### config.mk
export PLATFORM = sky130hd
export DESIGN_NAME = spr_writeback_flat
export DESIGN_NICKNAME = d
export VERILOG_FILES = /design/src/rtl/spr_writeback_if.sv /design/src/rtl/spr_writeback.sv /design/src/flat_wrapper.sv
export SDC_FILE = /design/constraint.sdc
export NUM_CORES = 1
export LEC_CHECK = 0
export CAP_MARGIN = 10
export CORE_MARGIN = 2
export CORE_UTILIZATION = 54
export DETAILED_ROUTE_END_ITERATION = 8
export PLACE_DENSITY = 0.75
export SLEW_MARGIN = 5
export SYNTH_ARGS = -nofsm -noshare
export SYNTH_HDL_FRONTEND = slang
export SYNTH_SLANG_ARGS = --single-unit
### constraint.sdc
create_clock -name clk -period 3.35 [get_ports clk]
set_clock_uncertainty 0.1 [all_clocks]
set_input_delay 0.8375 -clock clk [delete_from_list [all_inputs] [get_ports clk]]
set_output_delay 0.8375 -clock clk [all_outputs]
set_load 0.03 [all_outputs]
### src/rtl/spr_writeback_if.sv
`default_nettype none
// ============================================================================
// Module   : spr_writeback_if
// Purpose  : Bundles the SPR result bus, the commit report channel and the
//            mfspr read port of spr_writeback.
// Revision : 1.0 - initial release
// ============================================================================
interface spr_writeback_if #(
  parameter int RS_ID_WIDTH = 5
);
  logic                   spr_in_valid;
  logic                   spr_in_ready;
  logic [RS_ID_WIDTH-1:0] spr_in_rs_id;
  logic [9:0]             spr_in_addr;
  logic [31:0]            spr_in_data;
  logic                   done_valid;
  logic                   done_ready;
  logic [RS_ID_WIDTH-1:0] done_rs_id;
  logic                   done_error;
  logic [9:0]             rd_addr;
  logic [31:0]            rd_data;
  logic                   rd_hazard;

  // Write-back block side
  modport slave (
    input  spr_in_valid, spr_in_rs_id, spr_in_addr, spr_in_data,
    input  done_ready, rd_addr,
    output spr_in_ready, done_valid, done_rs_id, done_error, rd_data, rd_hazard
  );

  // Execution unit / completion logic side
  modport master (
    output spr_in_valid, spr_in_rs_id, spr_in_addr, spr_in_data,
    output done_ready, rd_addr,
    input  spr_in_ready, done_valid, done_rs_id, done_error, rd_data, rd_hazard
  );
endinterface
`default_nettype wire

### src/rtl/spr_writeback.sv
`default_nettype none
// ============================================================================
// Module   : spr_writeback
// Purpose  : Buffers mtspr results in a small FIFO, commits them in order into
//            the architected SPRs, reports each commit, and offers a
//            combinational read port with a pending-write hazard flag.
// Revision : 1.0 - initial release
// ============================================================================
module spr_writeback #(
  parameter int          RS_ID_WIDTH = 5,
  parameter int          FIFO_DEPTH  = 2,
  parameter logic [31:0] PVR_VALUE   = 32'h0001_0000
) (
  input  logic            clk,
  input  logic            rst,   // asynchronous, active-low
  spr_writeback_if.slave  bus
);
  localparam int PTR_W = $clog2(FIFO_DEPTH);
  localparam int CNT_W = PTR_W + 1;

  localparam logic [9:0] C_XER   = 10'd1;
  localparam logic [9:0] C_LR    = 10'd8;
  localparam logic [9:0] C_CTR   = 10'd9;
  localparam logic [9:0] C_SRR0  = 10'd26;
  localparam logic [9:0] C_SRR1  = 10'd27;
  localparam logic [9:0] C_SPRG0 = 10'd272;
  localparam logic [9:0] C_SPRG1 = 10'd273;
  localparam logic [9:0] C_SPRG2 = 10'd274;
  localparam logic [9:0] C_SPRG3 = 10'd275;
  localparam logic [9:0] C_PVR   = 10'd287;

  // FIFO storage and control
  logic [RS_ID_WIDTH-1:0] fifo_rs_q   [FIFO_DEPTH];
  logic [9:0]             fifo_addr_q [FIFO_DEPTH];
  logic [31:0]            fifo_data_q [FIFO_DEPTH];
  logic [PTR_W-1:0]       wr_ptr_q, rd_ptr_q;
  logic [CNT_W-1:0]       count_q, count_d;

  // Architected SPRs
  logic [31:0] xer_q, lr_q, ctr_q, srr0_q, srr1_q;
  logic [31:0] sprg_q [4];

  // Commit report
  logic                   done_valid_q;
  logic [RS_ID_WIDTH-1:0] done_rs_id_q;
  logic                   done_error_q;

  logic full, empty, push, pop, head_err;
  logic [9:0]  head_addr;
  logic [31:0] head_data;

  // Writable SPR numbers; PVR and everything else are rejected
  function automatic logic is_writable(input logic [9:0] a);
    case (a)
      C_XER, C_LR, C_CTR, C_SRR0, C_SRR1,
      C_SPRG0, C_SPRG1, C_SPRG2, C_SPRG3: is_writable = 1'b1;
      default:                            is_writable = 1'b0;
    endcase
  endfunction

  assign full      = (count_q == CNT_W'(FIFO_DEPTH));
  assign empty     = (count_q == '0);
  assign push      = bus.spr_in_valid && !full;
  assign pop       = !empty && (!done_valid_q || bus.done_ready);
  assign head_addr = fifo_addr_q[rd_ptr_q];
  assign head_data = fifo_data_q[rd_ptr_q];
  assign head_err  = !is_writable(head_addr);

  assign bus.spr_in_ready = !full;
  assign bus.done_valid   = done_valid_q;
  assign bus.done_rs_id   = done_rs_id_q;
  assign bus.done_error   = done_error_q;

  // Occupancy next state: simultaneous push and pop leave it unchanged
  always_comb begin
    count_d = count_q;
    if (push && !pop)      count_d = count_q + CNT_W'(1);
    else if (pop && !push) count_d = count_q - CNT_W'(1);
  end

  // FIFO pointers and occupancy; reset discards any buffered entries
  always_ff @(posedge clk or negedge rst) begin
    if (!rst) begin
      wr_ptr_q <= '0;
      rd_ptr_q <= '0;
      count_q  <= '0;
    end else begin
      if (push) wr_ptr_q <= wr_ptr_q + PTR_W'(1);
      if (pop)  rd_ptr_q <= rd_ptr_q + PTR_W'(1);
      count_q <= count_d;
    end
  end

  // FIFO payload; contents are only meaningful where the count says so
  always_ff @(posedge clk) begin
    if (push) begin
      fifo_rs_q[wr_ptr_q]   <= bus.spr_in_rs_id;
      fifo_addr_q[wr_ptr_q] <= bus.spr_in_addr;
      fifo_data_q[wr_ptr_q] <= bus.spr_in_data;
    end
  end

  // Commit the head entry into its SPR when it pops and the address is legal
  always_ff @(posedge clk or negedge rst) begin
    if (!rst) begin
      xer_q  <= '0;
      lr_q   <= '0;
      ctr_q  <= '0;
      srr0_q <= '0;
      srr1_q <= '0;
      for (int i = 0; i < 4; i++) sprg_q[i] <= '0;
    end else if (pop && !head_err) begin
      case (head_addr)
        C_XER:   xer_q     <= head_data;
        C_LR:    lr_q      <= head_data;
        C_CTR:   ctr_q     <= head_data;
        C_SRR0:  srr0_q    <= head_data;
        C_SRR1:  srr1_q    <= head_data;
        C_SPRG0: sprg_q[0] <= head_data;
        C_SPRG1: sprg_q[1] <= head_data;
        C_SPRG2: sprg_q[2] <= head_data;
        C_SPRG3: sprg_q[3] <= head_data;
        default: ;
      endcase
    end
  end

  // Commit report: load on pop, drop once accepted with nothing left to pop
  always_ff @(posedge clk or negedge rst) begin
    if (!rst) begin
      done_valid_q <= 1'b0;
      done_rs_id_q <= '0;
      done_error_q <= 1'b0;
    end else if (pop) begin
      done_valid_q <= 1'b1;
      done_rs_id_q <= fifo_rs_q[rd_ptr_q];
      done_error_q <= head_err;
    end else if (bus.done_ready) begin
      done_valid_q <= 1'b0;
    end
  end

  // Read port straight from architected storage, never from the FIFO
  always_comb begin
    case (bus.rd_addr)
      C_XER:   bus.rd_data = xer_q;
      C_LR:    bus.rd_data = lr_q;
      C_CTR:   bus.rd_data = ctr_q;
      C_SRR0:  bus.rd_data = srr0_q;
      C_SRR1:  bus.rd_data = srr1_q;
      C_SPRG0: bus.rd_data = sprg_q[0];
      C_SPRG1: bus.rd_data = sprg_q[1];
      C_SPRG2: bus.rd_data = sprg_q[2];
      C_SPRG3: bus.rd_data = sprg_q[3];
      C_PVR:   bus.rd_data = PVR_VALUE;
      default: bus.rd_data = 32'h0;
    endcase
  end

  // Hazard: any occupied slot (offset from head below count) targeting rd_addr
  always_comb begin
    logic [PTR_W-1:0] off;
    bus.rd_hazard = 1'b0;
    for (int i = 0; i < FIFO_DEPTH; i++) begin
      off = PTR_W'(i) - rd_ptr_q;
      if (({1'b0, off} < count_q) && (fifo_addr_q[i] == bus.rd_addr))
        bus.rd_hazard = 1'b1;
    end
  end
endmodule
`default_nettype wire

### src/flat_wrapper.sv
// flat-port wrapper written by rule: the top's interface ports become plain ports
module spr_writeback_flat 
#(
  parameter int          RS_ID_WIDTH = 5,
  parameter int          FIFO_DEPTH  = 2,
  parameter logic [31:0] PVR_VALUE   = 32'h0001_0000
)
  (clk, rst, bus_spr_in_valid, bus_spr_in_rs_id, bus_spr_in_addr, bus_spr_in_data, bus_done_ready, bus_rd_addr, bus_spr_in_ready, bus_done_valid, bus_done_rs_id, bus_done_error, bus_rd_data, bus_rd_hazard);
  spr_writeback_if #(.RS_ID_WIDTH(RS_ID_WIDTH)) bus_i ();
  input  logic clk;
  input  logic rst;
  input wire logic [$bits(bus_i.spr_in_valid)-1:0] bus_spr_in_valid;
  input wire logic [$bits(bus_i.spr_in_rs_id)-1:0] bus_spr_in_rs_id;
  input wire logic [$bits(bus_i.spr_in_addr)-1:0] bus_spr_in_addr;
  input wire logic [$bits(bus_i.spr_in_data)-1:0] bus_spr_in_data;
  input wire logic [$bits(bus_i.done_ready)-1:0] bus_done_ready;
  input wire logic [$bits(bus_i.rd_addr)-1:0] bus_rd_addr;
  output wire logic [$bits(bus_i.spr_in_ready)-1:0] bus_spr_in_ready;
  output wire logic [$bits(bus_i.done_valid)-1:0] bus_done_valid;
  output wire logic [$bits(bus_i.done_rs_id)-1:0] bus_done_rs_id;
  output wire logic [$bits(bus_i.done_error)-1:0] bus_done_error;
  output wire logic [$bits(bus_i.rd_data)-1:0] bus_rd_data;
  output wire logic [$bits(bus_i.rd_hazard)-1:0] bus_rd_hazard;
  assign bus_i.spr_in_valid = bus_spr_in_valid;
  assign bus_i.spr_in_rs_id = bus_spr_in_rs_id;
  assign bus_i.spr_in_addr = bus_spr_in_addr;
  assign bus_i.spr_in_data = bus_spr_in_data;
  assign bus_i.done_ready = bus_done_ready;
  assign bus_i.rd_addr = bus_rd_addr;
  assign bus_spr_in_ready = bus_i.spr_in_ready;
  assign bus_done_valid = bus_i.done_valid;
  assign bus_done_rs_id = bus_i.done_rs_id;
  assign bus_done_error = bus_i.done_error;
  assign bus_rd_data = bus_i.rd_data;
  assign bus_rd_hazard = bus_i.rd_hazard;
  spr_writeback #(.RS_ID_WIDTH(RS_ID_WIDTH), .FIFO_DEPTH(FIFO_DEPTH), .PVR_VALUE(PVR_VALUE)) u_core (.clk(clk), .rst(rst), .bus(bus_i));
endmodule
==> results_dict.tcl, run 1 <==
set metrics [dict create \
    synth_edf_count 94 \
    io_pins 102 \
    clkSlewWorstSetupHoldPaths_ps 60 \
    arrival_ps 2430 \
    vias 10240 \
    coreArea_um2 31310 \
    rsz0062_at_grt "yes" \
    ys_seq_elements 393 \
    rr_worst_depth 7 \
    layout.cells.most_common "mux2_2" \
    rows 65 \
    crit_required_ps 2410 \
    worstSetupEndpointType "output port" \
    regToRegSetupSlack_ps 430 \
    crit_path_max_fanout 8 \
    critPathKind "primary input to output port" \
    synthesis.nets 1182 \
    whs_ps 198.2 \
    min_period_over_period 1.004 \
    async_reset_ff_frac 0.7608 \
    grtUsageTotal 0.2438 \
    drt_iter0_drc 774 \
    ys_seq_area_frac 0.6049 \
    cts_tree "done" \
    firstDrtPassIters 5 \
    area_delta_synth_final_pct 24.58 \
    hold_buffers 0 \
    die_h_um 181.6 \
    antenna_found_initial 0 \
    dieArea_um2 32980 \
    synth_cell_type_count 51 \
    synthCells 1120 \
    critPathSlowestCell "nor4_4" \
    cts_buffers 41 \
    diodes 0 \
    ys.flop_type "dfrtp_1" \
    nets 1355 \
    post-dp-hpwl_um 24190 \
    stdcell_count 1725 \
    timing.rr.end "u_core.srr1_q[14]" \
    start_util 0.5441 \
    clk_path_buf_depth 3 \
    tightest_slew_ps 704.4 \
    portBuffers 101 \
    maxSlewViolCount 0 \
    root_buffer "clkbuf_16" \
    first_global_vias 10870 \
    fmax_mhz 297.3 \
    crit_path_start_kind "primary input" \
    crit_path_max_incr_delay_ps 250 \
    viasPerCell 5.934 \
    yosys_warnings 0 \
    insertion_delay_ps 530 \
    slew-limit-headroom 0.5304 \
    irDropWorstVdd_uv 339.1 \
    violations "setup timing" \
    grt_max_degree 86 \
    syn_area_um2 17040 \
    ctsHtreeMaxLevel 2 \
    power_density_nw_per_um2 589.1 \
    wirelength_um 40250 \
    grt_overflow 0 \
    reg2reg_from "u_core.rd_ptr_q" \
    drc 0 \
    syn_area_per_cell_um2 15.21 \
    mostFrequentLayoutCells "mux2_2 (330), dfrtp_1 (298), edfxtp_1 (94)" \
    status "finished, violations left" \
    cts_num_sinks 393 \
    critical_path.cell_chain "buf_6 -> nor4_4 -> buf_4 -> nand3_4 -> nor4_4 -> buf_4 -> buf_12 -> nand2_1 -> nand4_1 -> buf_12" \
    period_needed_ps 3363 \
    gp_congestion 0.8497 \
    layout-drive-gt1-share 0.4565 \
    grt_pass1_wl_um 61960 \
    setup-violations-final 8 \
    ant_nets 0 \
    wl_per_cell_um 23.34 \
    setup_ws_ps -13.24 \
    max_cap_viol_count 0 \
    p_leak_nw 9.532 \
    die_w_um 181.6 \
    hp-class "primary input to async pin" \
    dp_cells 1633 \
    timing.final.hold_violations 0 \
]
==> flip-flops by register name, indices dropped and copies added (netlist names) <==
name	cells
u_core.sprg_q	128
u_core.fifo_data_q	64
u_core.ctr_q	32
u_core.lr_q	32
u_core.srr0_q	32
u_core.srr1_q	32
u_core.xer_q	32
u_core.fifo_addr_q	20
u_core.fifo_rs_q	10
u_core.bus.done_rs_id	5
u_core.count_q	2
u_core.bus.done_error	1
u_core.bus.done_valid	1
u_core.rd_ptr_q	1
u_core.wr_ptr_q	1
==> worst max-delay path: cells and delay by family <==
kind | cells | cell delay (ps)
simple gates | 5 | 800
buf+inv | 5 | 780
==> cell usage after synthesis (10+ instances only) <==
cell	count	area share
xnor2_1	17	0.0087
edfxtp_1	94	0.17
mux2_1	18	0.012
mux2_2	330	0.22
nand2_1	92	0.020
o21ai_0	10	0.0029
clkbuf_1	29	0.0064
mux4_2	31	0.041
mux2i_1	11	0.0065
buf_4	18	0.0079
nand4_1	28	0.010
a22oi_1	29	0.013
dfrtp_1	299	0.44
==> worst max-delay path by stage <==
stage                         startpoint               to  cells past startpoint
after floorplan           bus_rd_addr[0]    bus_rd_hazard                      6
after CTS                 bus_rd_addr[9]  bus_rd_data[29]                     11
final                     bus_rd_addr[9]  bus_rd_data[31]                     10
after detailed placement  bus_rd_addr[5]   bus_rd_data[9]                      9
after global placement    bus_rd_addr[5]   bus_rd_data[9]                      9
after global routing      bus_rd_addr[9]  bus_rd_data[31]                     10
==> metrics by stage <==
| step | worst slack (ps) | TNS [ps] | util | power [mW] | instance area (um^2) |
|---|---|---|---|---|---|
| after global routing | -88.42 | -1135 | 0.6778 | 13.02 | 21220 |
| after global placement | -446.8 | -12360 | 0.6221 | 8.163 | 19480 |
| after floorplan | -91.85 | -1437 | - | 7.323 | 17110 |
| after CTS | -41.90 | -195.7 | 0.6719 | 12.57 | 21040 |
| final | -13.24 | -64.96 | 0.6778 | 12.50 | 21220 |
| after detailed placement | -473.0 | -13430 | 0.6221 | 8.262 | 19480 |
==> area by class of cell <==
cell class / count / area [um^2]
Inverter: 3 / 11.26
Sequential cell: 393 / 10310
Timing Repair Buffer: 196 / 2526
Clock inverter: 6 / 40.04
Tap cell: 402 / 503.0
Fill cell: 2109 / 10090
Clock buffer: 67 / 1216
Multi-Input combinational cell: 658 / 6620
==> metal layers <==
metal,up-vias,share of wire,global-route usage
li1,4527,-,-
met5,-,0,0
met2,276,0.50,0.4081
met3,61,0.050,0.03871
met4,0,0.021,0.06472
met1,5372,0.43,0.3357
==> repair_timing <==
action                                 CTS  global route
setup endpoints to repair               33            32
setup buffers                            7             6
cloned                                   4             4
endpoints found under the hold margin    0             0
pin swaps                               27            30
resized for setup                       50            31
==> report_power, final <==
part	internal, mW	switching (mW)
registers	5.57	0.305
clock network	2.48	1.80
logic	0.949	1.40
total	9.00	3.50
==> logic make-up after synthesis <==
logic type,after synthesis,share of synthesized area
buffers and inverters,69,0.02189
XOR/XNOR,25,0.01285
flip-flops,393,0.6049
adder cells (fa/ha/maj),1,0.0007344
AND/OR/NAND/NOR,176,0.05362
AO/OA/AOI/OAI,66,0.02850
multiplexers,390,0.2775
No activity file was read; power rests on OpenSTA's default activity.
==> run 2, diff against run 1 <==
--- a/config.mk
+++ b/config.mk
@@ -6,6 +6,7 @@
 export NUM_CORES = 1
 export LEC_CHECK = 0
 export CAP_MARGIN = 10
+export CORE_ASPECT_RATIO = 0.75
 export CORE_MARGIN = 2
 export CORE_UTILIZATION = 54
 export DETAILED_ROUTE_END_ITERATION = 8
==> run 2 against run 1 <==
Effect of this change: the flow still finishes with violations (setup timing); setup slack worse by 110 ps; register-to-register slack better by 140 ps; routed wire length down 3.4%; worst hold slack worse by 17 ps; first-iteration DRC count down 1.3%; cell area down 1.6%; non-clock buffer count down 5; sequential power about the same; maximum frequency down 3.3%; core utilization down 0.80 points; total power down 1.5%; global-route usage up 0.11 points.
==> results_dict.tcl, run 2 (synthesis results as in run 1) <==
set metrics [dict create \
    status "finished, violations left" \
    violations "setup timing" \
    arrival_ps 2540 \
    crit_path_max_fanout 7 \
    firstDrtPassIters 4 \
    portBuffers 101 \
    worstSetupEndpointType "output port" \
    start_util 0.5463 \
    ctsHtreeMaxLevel 2 \
    timing.final.hold_violations 0 \
    top_usage_layer "met2" \
    dp_cells 1644 \
    setup_tns_ps -1599 \
    clkSlewWorstSetupHoldPaths_ps 60 \
    cp-startpoint "bus_rd_addr[5]" \
    rr_worst_depth 7 \
    met1_usage 0.3511 \
    layout.cells.most_common "mux2_2" \
    irDropWorstVdd_uv 377.3 \
    dieArea_um2 33000 \
    crit_required_ps 2410 \
    grtUsageTotal 0.2449 \
    grt_pass1_wl_um 61910 \
    grt_max_degree 88 \
    reg2reg_from "u_core.rd_ptr_q" \
    crit_path_start_kind "primary input" \
    post-dp-hpwl_um 24900 \
    min_period_over_period 1.038 \
    place_area_um2 19420 \
    timing.rr.end "u_core.xer_q[18]" \
    stdcell_area_um2 20890 \
    nets 1347 \
    mostFrequentLayoutCells "mux2_2 (330), dfrtp_1 (298), edfxtp_1 (94)" \
    cts_tree "done" \
    setup-violations-final 26 \
    fmax_mhz 287.6 \
    die_w_um 209.1 \
    rows 56 \
    regMostFlops "u_core.sprg_q" \
    period_needed_ps 3477 \
    setup_ws_ps -127.1 \
    cts_num_sinks 393 \
    grt_overflow 0 \
    viasPerCell 5.946 \
    seq_area_um2 10310 \
    max_cap_viol_count 0 \
    whs_ps 181.6 \
    antenna_found_initial 0 \
    slew-limit-headroom 0.5177 \
    multiInputGateArea_um2 6574 \
    clk_path_buf_depth 3 \
    vias 10220 \
    first_global_vias 10790 \
    critPathKind "primary input to output port" \
    use_met3 0.04543 \
    fill_cells 2129 \
    wirelength_um 38900 \
    coreArea_um2 31180 \
    die_h_um 157.8 \
    diodes 0 \
    insertion_delay_ps 540 \
    rsz0062_at_grt "yes" \
    regToRegSetupSlack_ps 570 \
    stdcell_count 1719 \
    wl_per_cell_um 22.63 \
    cts_buffers 38 \
    maxSlewViolCount 0 \
    largest_reg_flops 128 \
    drt_iter0_drc 764 \
    use_met2 0.3910 \
    ant_nets 0 \
    layout-drive-gt1-share 0.4471 \
    hp-class "primary input to async pin" \
    tightest_slew_ps 723.4 \
    power_density_nw_per_um2 589.9 \
    io_pins 102 \
    reg_top3 "u_core.sprg_q (128), u_core.fifo_data_q (64)" \
    area_delta_synth_final_pct 22.60 \
    p_leak_nw 9.373 \
    place_ws_ps -603.9 \
    gp_congestion 0.8140 \
    drc 0 \
    root_buffer "clkbuf_16" \
]
[run 2: cell count changes in the layout (fill, tap and decap cells not counted), sizes merged, moves of 2 or more]
| cell | change |
|---|---|
| clkinv | +5 |
| buf | -2 |
| clkbuf | -17 |
| clkdlybuf4s15 | +3 |
[run 2: layer usage]
layer,vias up,wire length (um),part of all wire
li1,4509,-,-
met1,5422,18410,0.47
met2,239,17940,0.46
met3,51,1861,0.048
met4,0,694,0.018
met5,-,0,0
[run 2: worst max-delay path by stage]
stage / endpoint / slack [ps] / cells past startpoint
after floorplan: bus_rd_hazard / -90 / 6
after global placement: bus_rd_data[13] / -560 / 10
after detailed placement: bus_rd_data[13] / -600 / 10
after CTS: bus_rd_data[13] / -90 / 11
after global routing: bus_rd_data[13] / -180 / 11
final: bus_rd_data[13] / -130 / 11
[run 2: cell type report]
cell class,count,share of cell area
clock buffers,56,0.05326
clock inverters,12,0.004433
inverters,3,0.0005392
multi-input cells,658,0.3148
flip-flops and latches,393,0.4935
well taps,406,0.02432
repair buffers,191,0.1092
[run 2: critical path, cell delays in order]
cell,delay (ps)
buf_8,100
nor4_4,280
buf_6,180
nand3_4,100
buf_6,140
nor3b_4,160
buf_6,160
buf_12,140
nand2_4,50
nand4_1,210
buf_12,160
[run 2: timing repair]
item | 4_1_cts | 5_1_grt
cloned | 2 | 0
hold buffers | 0 | 0
pin swaps | 19 | 6
setup buffers | 5 | 1
endpoints found under the setup margin | 33 | 33
resized for setup | 63 | 11
[run 2: report_power, final]
part	switching (mW)	internal [mW]	total, mW
clock network	1.80	2.39	4.18
logic	1.35	0.915	2.26
registers	0.307	5.57	5.87
total	3.45	8.87	12.3
[run 2: per-stage QoR]
stage          total power [mW]  utilization
6_report                  12.32       0.6698
5_1_grt                   12.87       0.6698
4_1_cts                   12.42       0.6690
3_5_place_dp              8.209       0.6230
3_3_place_gp              8.118       0.6230
2_1_floorplan             7.323            -
==> run 3, diff against run 2 <==
--- a/config.mk
+++ b/config.mk
@@ -11,6 +11,7 @@
 export CORE_UTILIZATION = 54
 export DETAILED_ROUTE_END_ITERATION = 8
 export PLACE_DENSITY = 0.75
+export SKIP_LAST_GASP = 1
 export SLEW_MARGIN = 5
 export SYNTH_ARGS = -nofsm -noshare
 export SYNTH_HDL_FRONTEND = slang
==> run 3 against run 2 <==
Effect of this change: the run still ends with setup timing left; cell area decreased by 0.14%; sequential share of layout area increased by 0.071 points; register-to-register slack about the same; total power about the same; sequential power about the same; routed wire length about the same; via count decreased by 0.20%; largest cell class unchanged; largest power group unchanged.
==> results_dict.tcl, run 3 (synthesis results as in run 1) <==
set metrics [dict create \
    status "finished, violations left" \
    violations "setup timing" \
    p_leak_nw 9.364 \
    firstDrtPassIters 5 \
    seq_area_um2 10310 \
    crit_path_frequent_cell "buf_6" \
    period_needed_ps 3466 \
    p_int_mw 8.870 \
    gp_congestion 0.8140 \
    max_cap_viol_count 0 \
    stdcell_area_um2 20860 \
    power_density_nw_per_um2 590.5 \
    layout-drive-gt1-share 0.4451 \
    crit_required_ps 2410 \
    crit_path_max_incr_delay_ps 280 \
    reg2reg_from "u_core.rd_ptr_q" \
    cts_num_sinks 393 \
    portBuffers 101 \
    rows 56 \
    cts_tree "done" \
    switching_share 0.2797 \
    critical_path.cell_chain "buf_8 -> nor4_4 -> buf_6 -> nand3_4 -> buf_6 -> nor3b_4 -> buf_6 -> buf_12 -> nand2_4 -> nand4_1 -> buf_12" \
    insertion_delay_ps 540 \
    dp_cells 1644 \
    clkSlewWorstSetupHoldPaths_ps 60 \
    post-dp-hpwl_um 24900 \
    worstSetupEndpointType "output port" \
    grt_pass1_wl_um 61910 \
    ctsHtreeMaxLevel 2 \
    timing.rr.end "u_core.xer_q[9]" \
    regMostFlops "u_core.sprg_q" \
    slew-limit-headroom 0.5152 \
    nets 1346 \
    crit_path_start_kind "primary input" \
    wirelength_um 38870 \
    irDropWorstVdd_uv 375.9 \
    dieArea_um2 33000 \
    grt_overflow 0 \
    root_buffer "clkbuf_16" \
    hold_buffers 0 \
    crit_path_end "bus_rd_data[13]" \
    grtUsageTotal 0.2449 \
    antenna_found_initial 0 \
    io_pins 102 \
    area_delta_synth_final_pct 22.42 \
    critPathKind "primary input to output port" \
    whs_ps 178.2 \
    ant_nets 0 \
    vias 10200 \
    min_period_over_period 1.035 \
    diodes 0 \
    wl_per_cell_um 22.62 \
    netSwitchingPower_mw 3.444 \
    setup_ws_ps -116.2 \
    coreArea_um2 31180 \
    die_h_um 157.8 \
    largest_reg_flops 128 \
    power_mw 12.31 \
    p_seq_frac 0.477 \
    critPathSlowestCell "nor4_4" \
    multiInputGateArea_um2 6564 \
    maxSlewViolCount 0 \
    stdcell_count 1718 \
    reg_top3 "u_core.sprg_q (128), u_core.fifo_data_q (64)" \
    clk_path_buf_depth 3 \
    setup-violations-final 26 \
    arrival_ps 2530 \
    start_util 0.5463 \
    rr_worst_depth 7 \
    layout.cells.most_common "mux2_2" \
    fill_cells 2138 \
    tightest_slew_ps 727.2 \
    p_comb_frac 0.183 \
    fmax_mhz 288.5 \
    cts_buffers 38 \
    timing.final.hold_violations 0 \
    die_w_um 209.1 \
    first_global_vias 10790 \
    drc 0 \
    place_area_um2 19420 \
    mostFrequentLayoutCells "mux2_2 (330), dfrtp_1 (298), edfxtp_1 (94)" \
    clockPowerShare 0.340 \
    grt_max_degree 88 \
    hp-class "primary input to async pin" \
    setup_tns_ps -1719 \
    drt_iter0_drc 736 \
    rsz0062_at_grt "yes" \
    cp-startpoint "bus_rd_addr[5]" \
    crit_path_max_fanout 7 \
    viasPerCell 5.938 \
    regToRegSetupSlack_ps 580 \
]
run 3: changes by cell type in the layout (fill, tap and decap cells not counted), sizes merged:
cell,previous run,this run
buf,130,129
run 3: what timing repair did:
item | in CTS | in global routing
gates cloned | 2 | 0
buffers inserted | 5 | 0
gates resized for setup | 61 | 8
endpoints found under the hold margin | 0 | 0
pin swaps | 19 | 7
setup endpoints to repair | 33 | 33
run 3: how the worst min path moves through the flow:
stage                                   from                        to  slack, ps
global placement    u_core.bus.done_rs_id[4]  u_core.bus.done_rs_id[4]        360
detailed placement  u_core.bus.done_rs_id[3]  u_core.bus.done_rs_id[3]        370
CTS                                      rst  u_core.bus.done_rs_id[2]        220
finish                                   rst  u_core.bus.done_rs_id[2]        180
global route                             rst  u_core.bus.done_rs_id[2]        220
floorplan                    u_core.ctr_q[3]           u_core.ctr_q[3]        350
run 3: power groups by stage:
stage               sequential, mW  combinational (mW)  clock (mW)
floorplan                     5.93                1.40           0
global placement              5.92                2.20           0
detailed placement            5.95                2.26           0
CTS                           5.87                2.28        4.27
global route                  5.94                2.45        4.49
finish                        5.87                2.26        4.18
run 3: per-layer routing:
metal	vias up	share of wire	GRT usage
met4	0	0.019	0.06190
met3	54	0.051	0.04543
met2	253	0.46	0.3910
met5	-	0	0
li1	4506	-	-
met1	5388	0.47	0.3511
run 3: area by class of cell:
| type | count | share of cell area |
|---|---|---|
| clock buffers | 56 | 0.05334 |
| clock inverters | 12 | 0.004440 |
| inverters | 3 | 0.0005400 |
| multi-input cells | 658 | 0.3147 |
| flip-flops and latches | 393 | 0.4942 |
| well taps | 406 | 0.02436 |
| repair buffers | 190 | 0.1084 |
run 3: critical path: cells and delay by family:
family	cells	cell delay, ps
buffers and inverters	6	880
and+or+nand+nor	5	800
run 3: per-stage QoR:
step / setup WS, ps / utilization
finish: -116.2 / 0.6689
floorplan: -91.85 / -
detailed placement: -603.9 / 0.6230
global placement: -560.4 / 0.6230
CTS: -87.09 / 0.6687
global route: -175.5 / 0.6689
